### src/rtl/hack_cpu_pkg.sv
// Shared definitions for the multi-cycle Hack CPU: FSM states, instruction
// bit positions and jump codes.
package hack_cpu_pkg;

  typedef enum logic [1:0] {
    FETCH  = 2'd0,
    MREAD  = 2'd1,
    EXEC   = 2'd2,
    MWRITE = 2'd3
  } state_t;

  localparam int A_BIT      = 12;
  localparam int ALU_HI     = 11;
  localparam int ALU_LO     = 6;
  localparam int DEST_A_BIT = 5;
  localparam int DEST_D_BIT = 4;
  localparam int DEST_M_BIT = 3;

  localparam logic [2:0] JNULL = 3'b000;
  localparam logic [2:0] JGT   = 3'b001;
  localparam logic [2:0] JEQ   = 3'b010;
  localparam logic [2:0] JGE   = 3'b011;
  localparam logic [2:0] JLT   = 3'b100;
  localparam logic [2:0] JNE   = 3'b101;
  localparam logic [2:0] JLE   = 3'b110;
  localparam logic [2:0] JMP   = 3'b111;

  function automatic logic jump_taken(input logic [2:0] jcode, input logic zr,
                                      input logic ng);
    jump_taken = 1'b0;
    case (jcode)
      JNULL: jump_taken = 1'b0;
      JGT:   jump_taken = !zr && !ng;
      JEQ:   jump_taken = zr;
      JGE:   jump_taken = !ng;
      JLT:   jump_taken = ng;
      JNE:   jump_taken = !zr;
      JLE:   jump_taken = zr || ng;
      JMP:   jump_taken = 1'b1;
    endcase
  endfunction

endpackage

### src/rtl/alu_w.sv
// Hack ALU: zx,nx,zy,ny,f,no control on ctrl[5:0], with zero and negative flags.
module alu_w #(
  parameter int WIDTH = 16
) (
  input  logic [WIDTH-1:0] x,
  input  logic [WIDTH-1:0] y,
  input  logic [5:0]       ctrl,
  output logic [WIDTH-1:0] out,
  output logic             zr,
  output logic             ng
);

  logic [WIDTH-1:0] xs, ys, r;

  always_comb begin
    xs = ctrl[5] ? '0 : x;
    if (ctrl[4]) xs = ~xs;
    ys = ctrl[3] ? '0 : y;
    if (ctrl[2]) ys = ~ys;
    r = ctrl[1] ? (xs + ys) : (xs & ys);
    if (ctrl[0]) r = ~r;
    out = r;
    zr  = (r == '0);
    ng  = r[WIDTH-1];
  end

endmodule

### src/rtl/hack_cpu_mc.sv
// Multi-cycle Hack CPU (FETCH/MREAD/EXEC/MWRITE). Define HACK_CPU_MEM_WAIT_EN
// to make MREAD/MWRITE wait for dmem_ack; otherwise they take one cycle each.
module hack_cpu_mc
  import hack_cpu_pkg::*;
#(
  parameter int WIDTH = 16,
  parameter int PC_W  = 15
) (
  input  logic             clk,
  input  logic             reset,
  output logic             imem_req,
  output logic [PC_W-1:0]  imem_addr,
  input  logic             imem_valid,
  input  logic [WIDTH-1:0] imem_data,
  output logic [PC_W-1:0]  dmem_addr,
  output logic             dmem_re,
  output logic             dmem_we,
  output logic [WIDTH-1:0] dmem_wdata,
  input  logic [WIDTH-1:0] dmem_rdata,
  input  logic             dmem_ack,
  output logic [PC_W-1:0]  pc,
  output logic             retire,
  output state_t           dbg_state
);

  state_t state, state_nxt;
  logic [WIDTH-1:0] ir, a_reg, d_reg, a_snap, d_snap, m_reg;
  logic [WIDTH-1:0] alu_y, alu_out;
  logic             alu_zr, alu_ng;
  logic             is_c, dest_m, take_jump, mem_done;
  logic [PC_W-1:0]  pc_inc;

`ifdef HACK_CPU_MEM_WAIT_EN
  assign mem_done = dmem_ack;
`else
  logic unused_ack;
  assign unused_ack = dmem_ack;
  assign mem_done   = 1'b1;
`endif

  assign is_c      = ir[WIDTH-1];
  assign dest_m    = is_c & ir[DEST_M_BIT];
  assign alu_y     = ir[A_BIT] ? m_reg : a_snap;
  assign take_jump = is_c & jump_taken(ir[2:0], alu_zr, alu_ng);
  assign pc_inc    = pc + 1'b1;
  assign imem_addr = pc;
  // Data accesses always use the A value seen at fetch, not one updated in EXEC.
  assign dmem_addr = a_snap[PC_W-1:0];
  assign dbg_state = state;

  alu_w #(.WIDTH(WIDTH)) u_alu (
    .x    (d_snap),
    .y    (alu_y),
    .ctrl (ir[ALU_HI:ALU_LO]),
    .out  (alu_out),
    .zr   (alu_zr),
    .ng   (alu_ng)
  );

  always_comb begin
    state_nxt = state;
    imem_req  = 1'b0;
    dmem_re   = 1'b0;
    dmem_we   = 1'b0;
    retire    = 1'b0;
    case (state)
      FETCH: begin
        imem_req = 1'b1;
        if (imem_valid)
          state_nxt = (imem_data[WIDTH-1] && imem_data[A_BIT]) ? MREAD : EXEC;
      end
      MREAD: begin
        dmem_re = 1'b1;
        if (mem_done) state_nxt = EXEC;
      end
      EXEC: begin
        retire    = !dest_m;
        state_nxt = dest_m ? MWRITE : FETCH;
      end
      MWRITE: begin
        dmem_we = 1'b1;
        if (mem_done) begin
          retire    = 1'b1;
          state_nxt = FETCH;
        end
      end
      default: state_nxt = FETCH;
    endcase
    // An access in flight when reset arrives is dropped immediately.
    if (reset) begin
      dmem_re = 1'b0;
      dmem_we = 1'b0;
      retire  = 1'b0;
    end
  end

  always_ff @(posedge clk) begin
    if (reset) begin
      state      <= FETCH;
      pc         <= '0;
      a_reg      <= '0;
      d_reg      <= '0;
      ir         <= '0;
      a_snap     <= '0;
      d_snap     <= '0;
      m_reg      <= '0;
      dmem_wdata <= '0;
    end else begin
      state <= state_nxt;
      case (state)
        FETCH: begin
          if (imem_valid) begin
            ir     <= imem_data;
            a_snap <= a_reg;
            d_snap <= d_reg;
          end
        end
        MREAD: begin
          if (mem_done) m_reg <= dmem_rdata;
        end
        EXEC: begin
          if (!is_c) begin
            a_reg <= {1'b0, ir[WIDTH-2:0]};
            pc    <= pc_inc;
          end else begin
            if (ir[DEST_A_BIT]) a_reg <= alu_out;
            if (ir[DEST_D_BIT]) d_reg <= alu_out;
            if (ir[DEST_M_BIT]) dmem_wdata <= alu_out;
            pc <= take_jump ? a_snap[PC_W-1:0] : pc_inc;
          end
        end
        default: ;
      endcase
    end
  end

endmodule
### config.mk
export PLATFORM = sky130hd
export DESIGN_NAME = hack_cpu_mc
export DESIGN_NICKNAME = d
export VERILOG_FILES = /design/src/rtl/hack_cpu_pkg.sv /design/src/rtl/alu_w.sv /design/src/rtl/hack_cpu_mc.sv
export SDC_FILE = /design/constraint.sdc
export NUM_CORES = 1
export LEC_CHECK = 0
export BUFFER_PORTS_ARGS = -buffer_cell sky130_fd_sc_hd__buf_2
export CELL_PAD_IN_SITES_DETAIL_PLACEMENT = 1
export CELL_PAD_IN_SITES_GLOBAL_PLACEMENT = 2
export CORE_MARGIN = 5
export CORE_UTILIZATION = 34
export DETAILED_ROUTE_END_ITERATION = 7
export PLACE_DENSITY = 0.78
export SYNTH_ARGS = -nofsm -noshare
export SYNTH_HDL_FRONTEND = slang
export SYNTH_SLANG_ARGS = --single-unit
### constraint.sdc
create_clock -name clk -period 6 [get_ports clk]
set_clock_uncertainty 0.2 [all_clocks]
set_input_delay 0.3 -clock clk [delete_from_list [all_inputs] [get_ports clk]]
set_output_delay 0.3 -clock clk [all_outputs]
set_load 0.01 [all_outputs]
# Word level (Yosys, flattened, before mapping)
# Cells that the tools add are included.
# Widths: inputs -> output; s select.
[classes]
reduce_logical = 13
addsub = 2
eq_ne = 12
n_bitwise = 6
muxes = 23
[ops]
columns = ["op", "n"]
rows = [
  ["$mux 16", 9],
  ["$not 16->16", 3],
  ["$mux 15", 2],
  ["$add 16x16->16", 1],
  ["$and 16x16->16", 1],
  ["$logic_not 16->1", 1],
  ["$add 15x1->15 const B", 1],
  ["$eq 3x3->1 const B", 4],
  ["$pmux 1 s8", 1],
  ["$pmux 2 s4", 1],
  ["$eq 3x2->1 const B", 2],
  ["$mux 1", 6],
  ["$mux 2", 3],
  ["$reduce_and 3->1", 2],
  ["$eq 2x2->1 const B", 2],
  ["$ne 2x2->1 const B", 2],
  ["$reduce_and 2->1", 2],
  ["$eq 3x1->1 const B", 1],
  ["$logic_not 1->1", 3],
  ["$logic_not 3->1", 1],
  ["$and 1x1->1", 2],
  ["$eq 2x1->1 const B", 1],
  ["$logic_and 1x1->1", 2],
  ["$logic_not 2->1", 1],
  ["2 further kinds", 2],
]
[word_totals]
word_cells = 65
output_inout_bits = 67
register_bits = 129
input_bits = 36

# Longest topological paths before layout
# Gate-level depths: netlist of run 1.
[logic_depth]
word_depth = 15
ltp_mapped = 18
ltp_nobuf = 15

# Modules after synthesis
# From an unflattened synthesis of run 1, not the netlist that was laid out.
[unflattened]
cells_unflattened = 930
area_unflattened_um2 = 7295.7
[modules_own_cells]
columns = ["module", "seq_area_each_um2", "cells_each", "area_each_um2", "instances"]
rows = [
  ["hack_cpu_mc", 2582.5, 695, 5544.1, 1],
  ["alu_w", 0.0, 235, 1751.7, 1],
]

# Worst setup path before layout of run 1
# No wires, ideal clock.
[synth_path]
path_type = "reg2reg"
startpoint = "register ir[12]"
endpoint = "register pc[2], in the netlist imem_addr[2]"
path_stages_with_launch = 18
path_buffers = 3
arrival_ns = 4.701
setup_ns = 0.133
period_less_slack_ns = 5.034
path_slack_ns = 0.966
path_cell_list = "dfxtp_1 clkbuf_1 buf_1 mux2i_1 nor2_1 xor2_1 ha_1 o211ai_1 o211a_1 o311ai_0 a31oi_1 xnor2_1 or4_4 or4b_4 a31o_2 buf_2 o21ai_0 a31oi_1"
[synth_via]
elab_chain_len = 15
word_cells_on_any_way = 18
cone_classes = "1 x add/sub; 8 x mux; 4 x bitwise; 5 x reduce/logical"
[synth_lines]
columns = ["element", "line_no", "rtl"]
rows = [
  ["start: declaration", "hack_cpu_mc.sv:27", "logic [WIDTH-1:0] ir, a_reg, d_reg, a_snap, d_snap, m_reg;"],
  ["start signal: assignment", "hack_cpu_mc.sv:113", "ir <= imem_data;"],
  ["$mux 16 (*)", "hack_cpu_mc.sv:43", "assign alu_y = ir[A_BIT] ? m_reg : a_snap;"],
  ["$mux 16 (*)", "alu_w.sv:18", "ys = ctrl[3] ? '0 : y;"],
  ["$not 16->16", "alu_w.sv:19", "if (ctrl[2]) ys = ~ys;"],
  ["$mux 16 (*)", "alu_w.sv:19", ""],
  ["$add 16x16->16 or $and 16x16->16 (tied branches)", "alu_w.sv:20", "r = ctrl[1] ? (xs + ys) : (xs & ys);"],
  ["$mux 16 (*)", "alu_w.sv:20", ""],
  ["$not 16->16", "alu_w.sv:21", "if (ctrl[0]) r = ~r;"],
  ["$mux 16 (*)", "alu_w.sv:21", ""],
  ["$logic_not 16->1", "alu_w.sv:23", "zr = (r == '0);"],
  ["$logic_not 1->1", "hack_cpu_pkg.sv:33, hack_cpu_pkg.sv:37", ""],
  ["$logic_and 1x1->1", "hack_cpu_pkg.sv:33", "JGT: jump_taken = !zr && !ng;"],
  ["$pmux 1 s8 (*)", "hack_cpu_pkg.sv:31", "case (jcode)"],
  ["$and 1x1->1 (*)", "hack_cpu_mc.sv:44", "assign take_jump = is_c & jump_taken(ir[2:0], alu_zr, alu_ng);"],
  ["$mux 15 (*)", "hack_cpu_mc.sv:129", "pc <= take_jump ? a_snap[PC_W-1:0] : pc_inc;"],
  ["$mux 15 (*)", "hack_cpu_mc.sv:122", "if (!is_c) begin"],
  ["end signal: assignment", "hack_cpu_mc.sv:124", "pc <= pc_inc;"],
  ["end signal: assignment", "hack_cpu_mc.sv:129", ""],
  ["end: declaration", "hack_cpu_mc.sv:21", "output logic [PC_W-1:0] pc,"],
]
# Every way passes the cells marked *; elsewhere a longest branch is shown, timed or not.
# A chain may end at the register's enable or synchronous reset.

# Worst setup path after layout of run 1
[layout_path]
startpoint = "register ir[12]"
endpoint = "register pc[11], in the netlist imem_addr[11]"
# The elaborated chain is that of the path after synthesis.

==> impl_metrics.tcl, run 1 <==
set metrics [dict create \
    num-fill-cells 2685 \
    synth_top_cell_area_share_pct 34.4 \
    core-area_um2 21800 \
    yosysSeqAreaShare_pct 34.4 \
    max_stage_delay_ns 0.65 \
    cts_tree "built" \
    yosys-top-cells-area "dfxtp_1 34%, nand2_1 12%, a21oi_1 7.9%" \
    track_usage_pct 20.1 \
    cts.sinks 129 \
    routed_wl_mm 25.0 \
    synthFlopType "dfxtp_1" \
    critPathMaxFanout 13 \
    synth_common_cells "232 x nand2_1, 129 x dfxtp_1, 119 x a21oi_1, 61 x nor2_1, 53 x clkbuf_1" \
    netlist_area_um2 7510 \
    die_area_um2 25200 \
    num_rows 54 \
    htree_levels 4 \
    syn_area_per_cell_um2 7.58 \
    ys_types 67 \
    timing.fmax_mhz 187 \
    status "completed" \
    tightest_slew_ns 1.02 \
    arrival_ns 5.43 \
    antenna_cells 0 \
    synth_edf_count 0 \
    synth-seq-cells 129 \
    ctsResizeCount 0 \
    synth_top_cell_by_area "dfxtp_1" \
    worst_setup_path_start_kind "flip-flop" \
    peakVddDrop_mv 0.172 \
    crit_top_cell "a21o_1" \
    powerDensity_nw_per_um2 261 \
    overflow 0 \
    synth_cells 991 \
    io_pins 103 \
    drive_above_1_share_pct 15.7 \
    maxCapViolations 0 \
    crit_chain "mux2i_1 > nor2_1 > xor2_1 > ha_1 > fa_1 > a21o_1 > a21o_1 > a221oi_4 > xnor2_1 > or3_1 > or4_4 > or4b_4 > a31oi_4 > or3_2 > a31oi_1" \
    grt_pass1_wl_mm 39.4 \
    tns_ns 0 \
    die-width_um 159 \
    final_max_slew_viol_count 0 \
    crit_family "simple AND/OR/NAND/NOR gates" \
    portBuffers 101 \
    synth_nets 1045 \
    die_h_um 159 \
    worst_slack_ns 0.644 \
    p_leak_nw 3.52 \
    hold_buffers 38 \
    clk_latency_ns 0.42 \
    cts_root_buffer "clkbuf_16" \
    areaGrowthSynthToFinish_pct 19.6 \
    required_ns 6.07 \
    drt-initial-drc-count 371 \
    endpoint_kind "flip-flop" \
    drc 0 \
    dpl.hpwl_mm 17.8 \
    finalHoldViolCount 0 \
    async_flop_share_pct 0 \
    rsz0062_at_grt "false" \
    grt_pass1_vias 7084 \
    grt_max_degree 69 \
    cts_buffers 17 \
    clkTransAtPathRegs_ns 0.06 \
    worst_slew_margin_rel_pct 31.8 \
    start_util_pct 34.5 \
    ys_warn_count 0 \
    period_needed_ns 5.36 \
    first_pass_iters 4 \
    fin_area_um2 8980 \
    clockBufferDepth 2 \
    place_ws_ns 0.645 \
    route.vias.total 7079 \
    wl_per_cell_um 18.4 \
    critPathKind "reg2reg" \
    postCtsSetupRepairBufs 0 \
    viasPerCell 5.20 \
    nets 1125 \
    postPlaceCellArea_um2 8010 \
    yosysMostFrequentCell "nand2_1" \
    hold_path.class "in2reg" \
    period_share_pct 89.3 \
    drtAntennaViolNets 0 \
    gp_congestion 0.878 \
    grt_antenna_before_repair 0 \
    cp_slowest_cell "dfxtp_1" \
    setup_viol 0 \
    timing.critical_path.buf_inv 0 \
]
## layout by cell type (no fill, tap or decap), types with 17 or more instances in the layout
| master | n |
|---|---|
| nand2_1 | 232 |
| a211oi_1 | 20 |
| xor2_1 | 19 |
| a21oi_1 | 119 |
| clkbuf_16 | 17 |
| dlygate4sd3_1 | 38 |
| mux2i_1 | 27 |
| dfxtp_1 | 129 |
| buf_2 | 100 |
| nand2b_1 | 23 |
| nor2_1 | 61 |
| xnor2_1 | 27 |
| ha_1 | 17 |
| nand3_1 | 23 |
| buf_4 | 24 |
## final timing paths
path                          startpoint                          to  slack (ns)  cells past startpoint
setup / recovery     ir[12]$_SDFFE_PP0P_  imem_addr[11]$_SDFFE_PP0P_        0.64                     15
hold / removal                imem_valid   dbg_state[0]$_SDFFE_PP0P_        0.04                      3
setup reg to reg     ir[12]$_SDFFE_PP0P_  imem_addr[11]$_SDFFE_PP0P_        0.64                     15
hold reg to reg   d_reg[11]$_SDFFE_PP0P_     d_snap[11]$_SDFFE_PP0P_        0.25                      2
## power breakdown
group          internal [W]  leakage (nW)  switching (W)  total (W)
Clock              0.000670         0.285       0.000402    0.00107
Sequential         0.000879          1.04      0.0000261   0.000905
Combinational      0.000134          2.20       0.000229   0.000363
## cell families after synthesis
| group | synth area share, % |
|---|---|
| muxes | 3.60 |
| and+or+nand+nor | 25.7 |
| xor gates and xnor gates | 5.36 |
| adders and majority gates | 3.10 |
| AOI/OAI and AO/OA | 20.2 |
| buffers and inverters | 7.65 |
| DFF | 34.4 |
## area by class of cell
class                      instances  area (um2)  share of cell area [%]
multi-input combinational        750        4360                    48.5
tap                              280         350                    3.90
clock inverter                     9         133                    1.48
clock buffer                      20         457                    5.09
timing repair buffer             162        1060                    11.8
sequential                       129        2580                    28.8
inverter                          11        41.3                   0.460
## worst register-to-register path, stage by stage, from the launching register on
cell and delay (ns):
dfxtp_1 0.65, mux2i_1 0.25, nor2_1 0.07, xor2_1 0.16, ha_1 0.27, fa_1 0.48, a21o_1 0.21, a21o_1 0.21
a221oi_4 0.29, xnor2_1 0.17, or3_1 0.44, or4_4 0.53, or4b_4 0.54, a31oi_4 0.47, or3_2 0.21, a31oi_1 0.07
## per-stage QoR
step                utilization [%]  hold WS, ns  total power [W]  instances
detailed placement             36.8        0.245          0.00127       1294
finish                         41.3       0.0436          0.00234       1361
CTS                            41.3       0.0280          0.00236       1361
global placement               36.8        0.239          0.00126       1294
floorplan                         -        0.232          0.00115        991
global route                   41.3       0.0434          0.00244       1361
## layer usage
layer | up-vias | share of wire, % | global-route usage, %
met5 | - | 0 | 0
met3 | 14 | 3.3 | 3.04
met1 | 3402 | 49 | 27.9
met4 | 0 | 0.93 | 4.87
li1 | 3551 | - | -
met2 | 112 | 47 | 32.8
Power figures use the tool's default switching activity.
==> run 2, diff against run 1 <==
- RECOVER_POWER: unset -> 25
==> run 2 against run 1 <==
Against the previous run:
- via count about the same
- count of clock-buffer cells in the layout unchanged
- die area unchanged
- combinational power about the same
- sequential share of layout area increased by 0.20 points
- clock power about the same
- largest cell class unchanged
==> impl_metrics.tcl, run 2 (synthesis results as in run 1) <==
set metrics [dict create \
    grt_pass1_wl_mm 39.4 \
    drive_above_1_share_pct 11.2 \
    peakVddDrop_mv 0.174 \
    wl_per_cell_um 18.4 \
    drc 0 \
    final_max_slew_viol_count 0 \
    crit_top_cell "a21o_1" \
    timing.critical_path.buf_inv 0 \
    overflow 0 \
    maxCapViolations 0 \
    rsz0062_at_grt "false" \
    tns_ns 0 \
    routed_wl_mm 25.1 \
    crit_family "simple AND/OR/NAND/NOR gates" \
    p_leak_nw 3.31 \
    cts_root_buffer "clkbuf_16" \
    num_rows 54 \
    start_util_pct 34.5 \
    io_pins 103 \
    critPathMaxFanout 13 \
    worst_slew_margin_rel_pct 32.0 \
    die-width_um 159 \
    r2r-start "ir[12]$_SDFFE_PP0P_" \
    worst_setup_path_start_kind "flip-flop" \
    status "completed" \
    rrSetupSlack_ns 0.64 \
    drtAntennaViolNets 0 \
    gp_congestion 0.878 \
    period_needed_ns 5.36 \
    reg2reg_to "imem_addr[11]$_SDFFE_PP0P_" \
    mostFrequentLayoutCells "232 x nand2_1, 129 x dfxtp_1, 119 x a21oi_1" \
    powerDensity_nw_per_um2 262 \
    postCtsSetupRepairBufs 0 \
    die_area_um2 25200 \
    worstRegToRegCells 15 \
    areaGrowthSynthToFinish_pct 18.7 \
    arrival_ns 5.43 \
    final_common_cell "nand2_1" \
    timing.fmax_mhz 187 \
    clkTransAtPathRegs_ns 0.06 \
    grt_antenna_before_repair 0 \
    viasPerCell 5.20 \
    cts_tree "built" \
    grt_pass1_vias 7084 \
    die_h_um 159 \
    hold_buffers 38 \
    max_stage_delay_ns 0.65 \
    setup_viol 0 \
    cts.sinks 129 \
    cp_slowest_cell "dfxtp_1" \
    grt_max_degree 69 \
    nets 1125 \
    dpl.hpwl_mm 17.8 \
    num-fill-cells 2705 \
    antenna_cells 0 \
    portBuffers 101 \
    path_depth 15 \
    finalHoldViolCount 0 \
    core-area_um2 21800 \
    critPathKind "reg2reg" \
    cts_buffers 17 \
    htree_levels 4 \
    route.vias.total 7073 \
    required_ns 6.07 \
    track_usage_pct 20.1 \
    endpoint_kind "flip-flop" \
    ctsResizeCount 0 \
    crit_chain "mux2i_1 > nor2_1 > xor2_1 > ha_1 > fa_1 > a21o_1 > a21o_1 > a221oi_4 > xnor2_1 > or3_1 > or4_4 > or4b_4 > a31oi_4 > or3_2 > a31oi_1" \
    clockBufferDepth 2 \
    fin_hold_ws_ns 0.0420 \
    first_pass_iters 4 \
    hold_path.class "in2reg" \
    tightest_slew_ns 1.02 \
    cp-endpoint "imem_addr[11]$_SDFFE_PP0P_" \
    drt-initial-drc-count 356 \
    period_share_pct 89.3 \
    clk_latency_ns 0.42 \
    worstSetupStartpoint "ir[12]$_SDFFE_PP0P_" \
]
[run 2: report_power, final]
group,leakage [nW],internal (W),switching (W),total [W]
sequential,1.04,0.000879,0.0000264,0.000905
clock,0.285,0.000670,0.000404,0.00107
combinational,1.98,0.000133,0.000228,0.000362
[run 2: how the worst min path moves through the flow]
stage	startpoint	to	depth (start not counted)
global route	imem_valid	dbg_state[0]$_SDFFE_PP0P_	3
floorplan	ir[13]$_SDFFE_PP0P_	ir[13]$_SDFFE_PP0P_	2
finish	imem_valid	dbg_state[0]$_SDFFE_PP0P_	3
global placement	d_reg[13]$_SDFFE_PP0P_	d_snap[13]$_SDFFE_PP0P_	2
CTS	imem_valid	dbg_state[0]$_SDFFE_PP0P_	3
detailed placement	d_reg[11]$_SDFFE_PP0P_	d_snap[11]$_SDFFE_PP0P_	2
[run 2: through the flow]
| step | setup slack [ns] | instances | total power (W) | utilization (%) | instance area, um2 |
|---|---|---|---|---|---|
| 2_1_floorplan | 0.966 | 991 | 0.00115 | - | 7510 |
| 6_report | 0.644 | 1361 | 0.00234 | 41.0 | 8920 |
| 3_3_place_gp | 0.698 | 1294 | 0.00126 | 36.8 | 8010 |
| 4_1_cts | 0.618 | 1361 | 0.00236 | 41.3 | 8980 |
| 5_1_grt | 0.206 | 1361 | 0.00244 | 41.0 | 8920 |
| 3_5_place_dp | 0.645 | 1294 | 0.00127 | 36.8 | 8010 |
[run 2: cell type report]
class / count / area (um2) / area share, %
clock inverter: 9 / 133 / 1.49
clock buffer: 20 / 457 / 5.12
sequential: 129 / 2580 / 29.0
inverter: 11 / 41.3 / 0.463
timing repair buffer: 162 / 1000 / 11.2
tap: 280 / 350 / 3.93
multi-input combinational: 750 / 4360 / 48.8
[run 2: per-layer routing]
metal / routed length [um] / vias up / track usage (%)
met5: 0 / - / 0
met4: 270 / 0 / 4.87
met3: 970 / 17 / 3.04
met2: 11700 / 114 / 32.8
li1: - / 3550 / -
met1: 12100 / 3392 / 27.9
[run 2: worst min-delay path, cell delays in order]
cell and delay, ns:
buf_2 0.12, nor3_1 0.13, nor3_1 0.07
==> run 3, diff against run 2 <==
- REMOVE_ABC_BUFFERS: unset -> 1
==> run 3 against run 2 <==
Against the previous run:
- register-to-register slack worse by 0.05 ns
- largest power group unchanged
- global-route usage fell by 1.0 points
- combinational power is 3% lower
- clock power about the same
- core utilization down 0.20 points
- routed wire length is 4.4% lower
- critical path depth unchanged
- non-clock buffer count fell by 5
- power fell by 1.2%
- first-iteration DRC count shrank 5.1%
- worst setup slack worse by 0.047 ns
- critical endpoint unchanged
- sequential share of layout area rose by 0.14 points
==> impl_metrics.tcl, run 3 (synthesis results as in run 1) <==
set metrics [dict create \
    p_leak_nw 3.28 \
    clockBufferDepth 2 \
    maxCapViolations 0 \
    htree_levels 4 \
    core-area_um2 21800 \
    tns_ns 0 \
    wl_per_cell_um 17.6 \
    die-width_um 159 \
    cts.sinks 129 \
    peakVddDrop_mv 0.153 \
    start_util_pct 34.5 \
    timing.fmax_mhz 185 \
    finalHoldViolCount 0 \
    route.vias.total 7103 \
    portBuffers 101 \
    overflow 0 \
    critPathKind "reg2reg" \
    power.total_w 0.00231 \
    powerDensity_nw_per_um2 260 \
    tightest_slew_ns 1.02 \
    grt_pass1_vias 6918 \
    grt_pass1_wl_mm 37.8 \
    status "completed" \
    clk_latency_ns 0.43 \
    cts_root_buffer "clkbuf_16" \
    grt_max_degree 49 \
    drtAntennaViolNets 0 \
    setup_viol 0 \
    period_share_pct 90.1 \
    die_area_um2 25200 \
    io_pins 103 \
    final_core_util_pct 40.8 \
    clkTransAtPathRegs_ns 0.06 \
    gp_congestion 0.833 \
    cts_tree "built" \
    final_max_slew_viol_count 0 \
    areaGrowthSynthToFinish_pct 18.2 \
    worst_setup_path_start_kind "flip-flop" \
    final_common_cell "nand2_1" \
    cts_buffers 17 \
    first_pass_iters 4 \
    worst_slew_margin_rel_pct 32.2 \
    antenna_cells 0 \
    hold_path.class "in2reg" \
    dpl.hpwl_mm 17.2 \
    endpoint_kind "flip-flop" \
    mostFrequentLayoutCells "232 x nand2_1, 129 x dfxtp_1, 119 x a21oi_1" \
    drive_above_1_share_pct 11.6 \
    arrival_ns 5.48 \
    period_needed_ns 5.40 \
    required_ns 6.08 \
    rsz0062_at_grt "false" \
    drc 0 \
    num_rows 54 \
    critPathMaxFanout 15 \
    nets 1120 \
    routed_wl_mm 24.0 \
    grt_antenna_before_repair 0 \
    viasPerCell 5.23 \
    die_h_um 159 \
    drt-initial-drc-count 338 \
    track_usage_pct 19.0 \
]
-- run 3: routing by layer --
| metal | vias to the layer above | part of all wire [%] | GRT usage (%) |
|---|---|---|---|
| met1 | 3435 | 48 | 26.3 |
| li1 | 3538 | - | - |
| met2 | 111 | 47 | 31.1 |
| met4 | 0 | 1.5 | 5.04 |
| met3 | 19 | 3.6 | 2.91 |
| met5 | - | 0 | 0 |
-- run 3: metrics by stage --
stage	instances	cell area, um2	setup slack, ns	hold slack (ns)
floorplan	890	6980	0.923	0.169
global placement	1295	8020	0.728	0.239
detailed placement	1295	8020	0.683	0.245
CTS	1359	8940	0.654	0.00317
global route	1359	8880	0.353	0.0257
finish	1359	8880	0.597	0.0174
-- run 3: area by class of cell --
class | instances | area (um2)
Fill cell | 2713 | 12900
Multi-Input combinational cell | 750 | 4360
Sequential cell | 129 | 2580
Timing Repair Buffer | 157 | 947
Clock buffer | 21 | 470
Tap cell | 280 | 350
Clock inverter | 11 | 129
Inverter | 11 | 41.3
-- run 3: where the power goes --
group          internal [W]  leakage (nW)  total, W  switching [W]
clock              0.000647         0.290   0.00105       0.000406
sequential         0.000879          1.04  0.000907      0.0000278
combinational      0.000130          1.95  0.000351       0.000221
total               0.00166          3.28   0.00231       0.000655
-- run 3: critical path, cell delays in order, from the launching register on --
cell and delay (ns):
dfxtp_1 0.42, buf_4 0.34, mux2i_1 0.31, nor2_1 0.09, xor2_1 0.18, ha_1 0.45, nand4_1 0.13, o211ai_1 0.39
a2111oi_0 0.15, a2111oi_1 0.63, nand4_1 0.16, or4_4 0.50, or4b_4 0.53, a31oi_4 0.47, or3_2 0.21, a31oi_1 0.07
-- run 3: worst paths after layout --
kind / start / end / slack [ns] / cells after the start
max: ir[12]$_SDFFE_PP0P_ / imem_addr[11]$_SDFFE_PP0P_ / 0.60 / 15
min: imem_valid / dbg_state[0]$_SDFFE_PP0P_ / 0.02 / 3
max reg2reg: ir[12]$_SDFFE_PP0P_ / imem_addr[11]$_SDFFE_PP0P_ / 0.60 / 15
min reg2reg: d_reg[11]$_SDFFE_PP0P_ / d_snap[11]$_SDFFE_PP0P_ / 0.25 / 2
-- run 3: timing repair --
action / CTS / global route
gates resized for setup: 0 / 0
setup buffers: 0 / 0
hold endpoints to repair: 33 / 0
hold buffers: 32 / 0
